==> src/rtl/proto245_tester.sv <==
// proto245_tester
// Loopback traffic generator and checker for the proto245s FIFO-side ports.
// It writes a known pattern into the TX FIFO. It then reads the RX FIFO and
// compares each word against an independently regenerated copy of the same
// pattern.
//
// Ports (all in the fifo_clk domain):
//   fifo_clk, fifo_rstn            clock, synchronous active-low reset
//   start, stop                    run control pulses
//   mode                           0 = incrementing, 1 = Galois LFSR
//   tx_len                         words to send, 0 = continuous until stop
//   txfifo_data/_wr/_full          TX FIFO write side
//   rxfifo_rd/_data/_valid/_empty  RX FIFO read side (valid one cycle after rd)
//   busy, done, timeout            run status (done/timeout sticky until start)
//   tx_cnt, rx_cnt, err_cnt        saturating status counters
module proto245_tester #(
  parameter int unsigned       DATA_W        = 8,
  parameter int unsigned       CNT_W         = 32,
  parameter logic [DATA_W-1:0] LFSR_TAPS     = DATA_W'(8'hB8),
  parameter logic [DATA_W-1:0] SEED          = DATA_W'(1),
  parameter int unsigned       DRAIN_TIMEOUT = 1024
) (
  input  logic              fifo_clk,
  input  logic              fifo_rstn,
  input  logic              start,
  input  logic              stop,
  input  logic              mode,
  input  logic [CNT_W-1:0]  tx_len,
  output logic [DATA_W-1:0] txfifo_data,
  output logic              txfifo_wr,
  input  logic              txfifo_full,
  output logic              rxfifo_rd,
  input  logic [DATA_W-1:0] rxfifo_data,
  input  logic              rxfifo_valid,
  input  logic              rxfifo_empty,
  output logic              busy,
  output logic              done,
  output logic              timeout,
  output logic [CNT_W-1:0]  tx_cnt,
  output logic [CNT_W-1:0]  rx_cnt,
  output logic [CNT_W-1:0]  err_cnt
);

  typedef enum logic [1:0] {S_IDLE, S_RUN, S_DRAIN, S_DONE} state_t;

  localparam int unsigned       IDLE_W    = $clog2(DRAIN_TIMEOUT + 1);
  localparam logic [IDLE_W-1:0] IDLE_LAST = IDLE_W'(DRAIN_TIMEOUT - 1);

  // Next pattern word. TX and RX each call this with their own state.
  function automatic logic [DATA_W-1:0] gen_next(input logic m,
                                                 input logic [DATA_W-1:0] cur);
    if (m) return (cur >> 1) ^ (cur[0] ? LFSR_TAPS : '0);
    return cur + 1'b1;
  endfunction

  // An all-zero LFSR state would lock up, so substitute 1 in LFSR mode.
  function automatic logic [DATA_W-1:0] seed_for(input logic m);
    if (m && (SEED == '0)) return DATA_W'(1);
    return SEED;
  endfunction

  function automatic logic [CNT_W-1:0] sat_inc(input logic [CNT_W-1:0] c);
    if (&c) return c;
    return c + 1'b1;
  endfunction

  state_t              state_q, state_d;
  logic                mode_q, mode_d;
  logic [CNT_W-1:0]    len_q, len_d;
  logic [DATA_W-1:0]   tx_gen_q, tx_gen_d;
  logic [DATA_W-1:0]   rx_gen_q, rx_gen_d;
  logic [CNT_W-1:0]    tx_cnt_q, tx_cnt_d;
  logic [CNT_W-1:0]    rx_cnt_q, rx_cnt_d;
  logic [CNT_W-1:0]    err_cnt_q, err_cnt_d;
  logic                timeout_q, timeout_d;
  logic [IDLE_W-1:0]   idle_q, idle_d;
  logic                rd_pend_q;
  logic                active;

  assign active = (state_q == S_RUN) || (state_q == S_DRAIN);

  always_comb begin
    state_d   = state_q;
    mode_d    = mode_q;
    len_d     = len_q;
    tx_gen_d  = tx_gen_q;
    rx_gen_d  = rx_gen_q;
    tx_cnt_d  = tx_cnt_q;
    rx_cnt_d  = rx_cnt_q;
    err_cnt_d = err_cnt_q;
    timeout_d = timeout_q;
    idle_d    = idle_q;
    txfifo_wr = 1'b0;
    rxfifo_rd = 1'b0;

    // The RX checker runs in both RUN and DRAIN. Its generator free-runs and
    // never resyncs to received data, so one dropped word shows as a burst
    // of errors.
    if (active) begin
      rxfifo_rd = !rxfifo_empty;
      if (rxfifo_valid) begin
        rx_cnt_d = sat_inc(rx_cnt_q);
        rx_gen_d = gen_next(mode_q, rx_gen_q);
        if (rxfifo_data != rx_gen_q) err_cnt_d = sat_inc(err_cnt_q);
      end
    end

    case (state_q)
      S_IDLE, S_DONE: begin
        if (start) begin
          state_d   = S_RUN;
          mode_d    = mode;
          len_d     = tx_len;
          tx_gen_d  = seed_for(mode);
          rx_gen_d  = seed_for(mode);
          tx_cnt_d  = '0;
          rx_cnt_d  = '0;
          err_cnt_d = '0;
          timeout_d = 1'b0;
          idle_d    = '0;
        end
      end
      S_RUN: begin
        txfifo_wr = !txfifo_full && ((len_q == '0) || (tx_cnt_q < len_q));
        if (txfifo_wr) begin
          tx_cnt_d = sat_inc(tx_cnt_q);
          tx_gen_d = gen_next(mode_q, tx_gen_q);
        end
        idle_d = '0;
        // Compare the post-write count so DRAIN starts the cycle after the
        // last write, not one cycle later.
        if (((len_q != '0) && (tx_cnt_d == len_q)) || stop) state_d = S_DRAIN;
      end
      S_DRAIN: begin
        idle_d = rxfifo_valid ? '0 : idle_q + 1'b1;
        if ((rx_cnt_q == tx_cnt_q) && !rd_pend_q) begin
          state_d = S_DONE;
        end else if (!rxfifo_valid && (idle_q == IDLE_LAST)) begin
          state_d   = S_DONE;
          timeout_d = 1'b1;
        end
      end
      default: state_d = S_IDLE;
    endcase
  end

  always_ff @(posedge fifo_clk) begin
    if (!fifo_rstn) begin
      state_q   <= S_IDLE;
      mode_q    <= 1'b0;
      len_q     <= '0;
      tx_gen_q  <= SEED;
      rx_gen_q  <= SEED;
      tx_cnt_q  <= '0;
      rx_cnt_q  <= '0;
      err_cnt_q <= '0;
      timeout_q <= 1'b0;
      idle_q    <= '0;
      rd_pend_q <= 1'b0;
    end else begin
      state_q   <= state_d;
      mode_q    <= mode_d;
      len_q     <= len_d;
      tx_gen_q  <= tx_gen_d;
      rx_gen_q  <= rx_gen_d;
      tx_cnt_q  <= tx_cnt_d;
      rx_cnt_q  <= rx_cnt_d;
      err_cnt_q <= err_cnt_d;
      timeout_q <= timeout_d;
      idle_q    <= idle_d;
      // A read issued this cycle returns data next cycle. DRAIN waits for it.
      rd_pend_q <= rxfifo_rd;
    end
  end

  assign txfifo_data = tx_gen_q;
  assign busy        = active;
  assign done        = (state_q == S_DONE);
  assign timeout     = timeout_q;
  assign tx_cnt      = tx_cnt_q;
  assign rx_cnt      = rx_cnt_q;
  assign err_cnt     = err_cnt_q;

endmodule

==> config.mk <==
export PLATFORM = sky130hd
export DESIGN_NAME = proto245_tester
export DESIGN_NICKNAME = d
export VERILOG_FILES = /design/src/rtl/proto245_tester.sv
export SDC_FILE = /design/constraint.sdc
export NUM_CORES = 1
export LEC_CHECK = 0
export ABC_AREA = 1
export CAP_MARGIN = 30
export CORE_MARGIN = 4
export CORE_UTILIZATION = 29
export DETAILED_ROUTE_END_ITERATION = 16
export GPL_TIMING_DRIVEN = 0
export PLACE_DENSITY = 0.55
export SYNTH_ARGS = -nofsm -noshare
export SYNTH_HDL_FRONTEND = slang
export SYNTH_SLANG_ARGS = --single-unit
==> constraint.sdc <==
create_clock -name fifo_clk -period 5.5 [get_ports fifo_clk]
set_clock_uncertainty 0.2 [all_clocks]
set_input_delay 1.1 -clock fifo_clk [delete_from_list [all_inputs] [get_ports fifo_clk]]
set_output_delay 1.1 -clock fifo_clk [all_outputs]
set_load 0.005 [all_outputs]
==> impl_metrics.py <==
metrics = {
    "global_routing": {
        "grt_usage_pct": 20.82,
        "antenna_found_initial": 0,
        "gr-total-overflow": 0,
        "grt_pass1_wl_um": 63330,
        "grt_max_degree": 17,
        "grt_pass1_vias": 10773,
    },
    "yosys": {
        "avgSynthCellArea_sq_um": 6.558,
        "syn-num-nets": 1654,
        "synthesis.instances": 1565,
        "async_flop_share_pct": 0,
        "synth_area_leaders": "dfxtp_1, nand2_1, inv_1",
        "synth_top_area_cell": "dfxtp_1",
        "syn-cell-area_sq_mm": 0.01026,
        "synthDistinctLibCells": 54,
        "yosysWarningCount": 0,
        "yosysTopAreaCellShare_pct": 31.21,
        "ys_ff_latch": 160,
        "seq_area_frac_synth_pct": 31.21,
        "ys.flop_type": "dfxtp_1",
        "synth_edf_count": 0,
    },
    "pwr": {
        "p_leak_nw": 4.702,
        "total_power_w": 0.004464,
        "peakVddDrop_mv": 0.2177,
        "power_density_mw_per_mm2": 344.7,
    },
    "finish": {
        "syn_to_final_growth_pct": 26.19,
        "drive_above_1_share_pct": 6.047,
        "stdcell_count": 2208,
        "fin_nets": 1829,
        "antenna_cells": 0,
    },
    "cts": {
        "postCtsHoldBufs": 0,
        "cts.sinks": 160,
        "clockBufferDepth": 2,
        "path_clk_slew_ns": 0.06,
        "cts_tree": "yes",
        "cts_inserted_buffers": 17,
        "post-cts-setup-buffers": 0,
        "cts_resized": 0,
        "ctsHtreeMaxLevel": 4,
        "ctsRootBufferMaster": "clkbuf_16",
        "clk_latency_ns": 0.44,
    },
    "route": {
        "via_count": 11195,
        "drt-initial-drc-count": 894,
        "routed_wl_um": 40740,
        "drt-wirelength-per-cell_um": 18.45,
        "drtPass1Iterations": 6,
        "ant_nets": 0,
        "route.detailed.drc": 0,
        "drt-vias-per-instance": 5.070,
    },
    "timing": {
        "fmax_mhz": 211.0,
        "fin_crit_ns": 4.740,
        "worst_slack_ns": 0.7604,
        "relSlewSlack_pct": 48.04,
        "worst_slew_pin_slew_ns": 0.7723,
        "slew_violations": 0,
        "final.setup.tns_ns": 0,
        "hold_viol_final": 0,
        "rsz0062_at_grt": "no",
        "setup_viol": 0,
        "finalCritPeriodShare_pct": 86.17,
    },
    "place": {
        "port_buffers": 156,
        "dp_slack_ns": 1.262,
        "dp_hpwl_um": 32340,
        "routabilityCongestion": 0.9432,
        "placedCellCount": 2176,
    },
    "critical_path": {
        "critPathCaptureType": "output port",
        "worst-setup-path-type": "flop to output port",
        "cp_slowest_cell": "dfxtp_1",
        "cp.required_ns": 4.20,
        "cpPeakStageDelay_ns": 0.55,
        "cp_common_cell": "nand2_1",
        "cp-start-kind": "flop",
        "crit_arrival_ns": 3.44,
        "cp_cell_sequence": "ha_1, a21oi_1, o21ai_0, nand2_1, o211ai_1, nor2_1, nand2_1, nand2_2, nand2_1, buf_4, nor2_1, clkdlybuf4s50_1",
        "cp_max_fo": 10,
    },
    "run_status": {
        "status": "completed",
    },
    "floorplanning": {
        "die-area_sq_mm": 0.03847,
        "design.core.area_sq_mm": 0.03471,
        "die_y_um": 196.1,
        "num_rows": 68,
        "die_w_um": 196.1,
        "pin_count": 157,
        "initial_core_util_pct": 29.57,
    },
    "worst_hold_path": {
        "hp-class": "flop to flop",
    },
    "flow_run": {
        "drv_cap": 0,
    },
}
==> report_power, final <==
part           internal (W)  switching [W]
Combinational      0.000581        0.00127
Sequential          0.00130       0.000148
Clock              0.000612       0.000551
==> worst max-delay path, delay by kind of cell, from the launching register on <==
family                     cells  cell delay, ns
AOI/OAI and AO/OA              3            0.38
adders and majority gates      1            0.32
buffers and inverters          2            0.78
DFF                            1            0.55
and+or+nand+nor                6            0.98
==> kinds of logic (layout without fill, tap and decap cells) <==
| kind of cell | Yosys count | in the layout | share of synthesized area, % |
|---|---|---|---|
| compound gates | 287 | 287 | 15.40 |
| xor+xnor | 56 | 56 | 4.986 |
| fa+ha+maj | 41 | 41 | 4.998 |
| buf+inv | 251 | 439 | 9.436 |
| flops | 160 | 160 | 31.21 |
| simple gates | 770 | 770 | 33.98 |
==> metrics by stage <==
stage               instance area, sq um  util (%)  hold slack [ns]
floorplan                          10260         -           0.2337
global placement                   12390     35.71           0.2527
detailed placement                 12390     35.71           0.2549
CTS                                12950     37.31           0.2653
global route                       12950     37.31           0.3066
finish                             12950     37.31           0.2621
==> path summary, 6_finish.rpt <==
kind,startpoint,end,slack (ns),depth (start not counted)
setup / recovery,tx_cnt[27],txfifo_wr,0.76,12
hold / removal,idle_q[7],idle_q[7],0.26,2
setup reg to reg,tx_cnt[27],state_q[1],1.33,22
hold reg to reg,idle_q[7],idle_q[7],0.26,2
==> cells in the mapped netlist (16+ instances only) <==
cell	number
dfxtp_1	160
nand4_1	34
ha_1	41
xor2_1	39
nor4_1	19
inv_1	193
nor2_1	149
nand3_1	116
nor3_1	42
clkbuf_1	34
o21ai_0	90
a211oi_1	16
nand2_1	349
a21oi_1	139
==> sequential cells by signal, indices dropped and copies added (netlist names) <==
name         cells
err_cnt         32
len_q           32
rx_cnt          32
tx_cnt          32
idle_q          11
rx_gen_q         8
txfifo_data      8
state_q          2
mode_q           1
rd_pend_q        1
timeout          1
==> area by class of cell <==
cell class | count | area (sq um)
multi-input cells | 1154 | 6092
flip-flops and latches | 160 | 3203
clock inverters | 12 | 100.1
fillers | 3738 | 21760
inverters | 204 | 768.2
plain buffers | 47 | 200.2
well taps | 455 | 569.3
repair buffers | 156 | 1562
clock buffers | 20 | 456.7
==> cells in the final DEF (no fill, tap or decap), types with 17 or more instances in the layout <==
| cell type | count |
|---|---|
| clkbuf_16 | 17 |
| o21ai_0 | 90 |
| clkbuf_1 | 35 |
| dfxtp_1 | 160 |
| nand3_1 | 116 |
| a21oi_1 | 139 |
| xor2_1 | 39 |
| nand2_1 | 349 |
| nor4_1 | 19 |
| nor2_1 | 149 |
| inv_1 | 193 |
| clkdlybuf4s50_1 | 156 |
| nor3_1 | 42 |
| nand4_1 | 34 |
| ha_1 | 41 |
==> metal layers <==
layer / vias up / wire length, um / track usage (%)
met5: - / 0 / 0
met4: 0 / 675 / 5.146
met3: 42 / 2710 / 4.259
met2: 346 / 18050 / 32.79
met1: 5257 / 19310 / 29.25
li1: 5550 / - / -
Note: power is estimated with default switching activity, not from simulation.
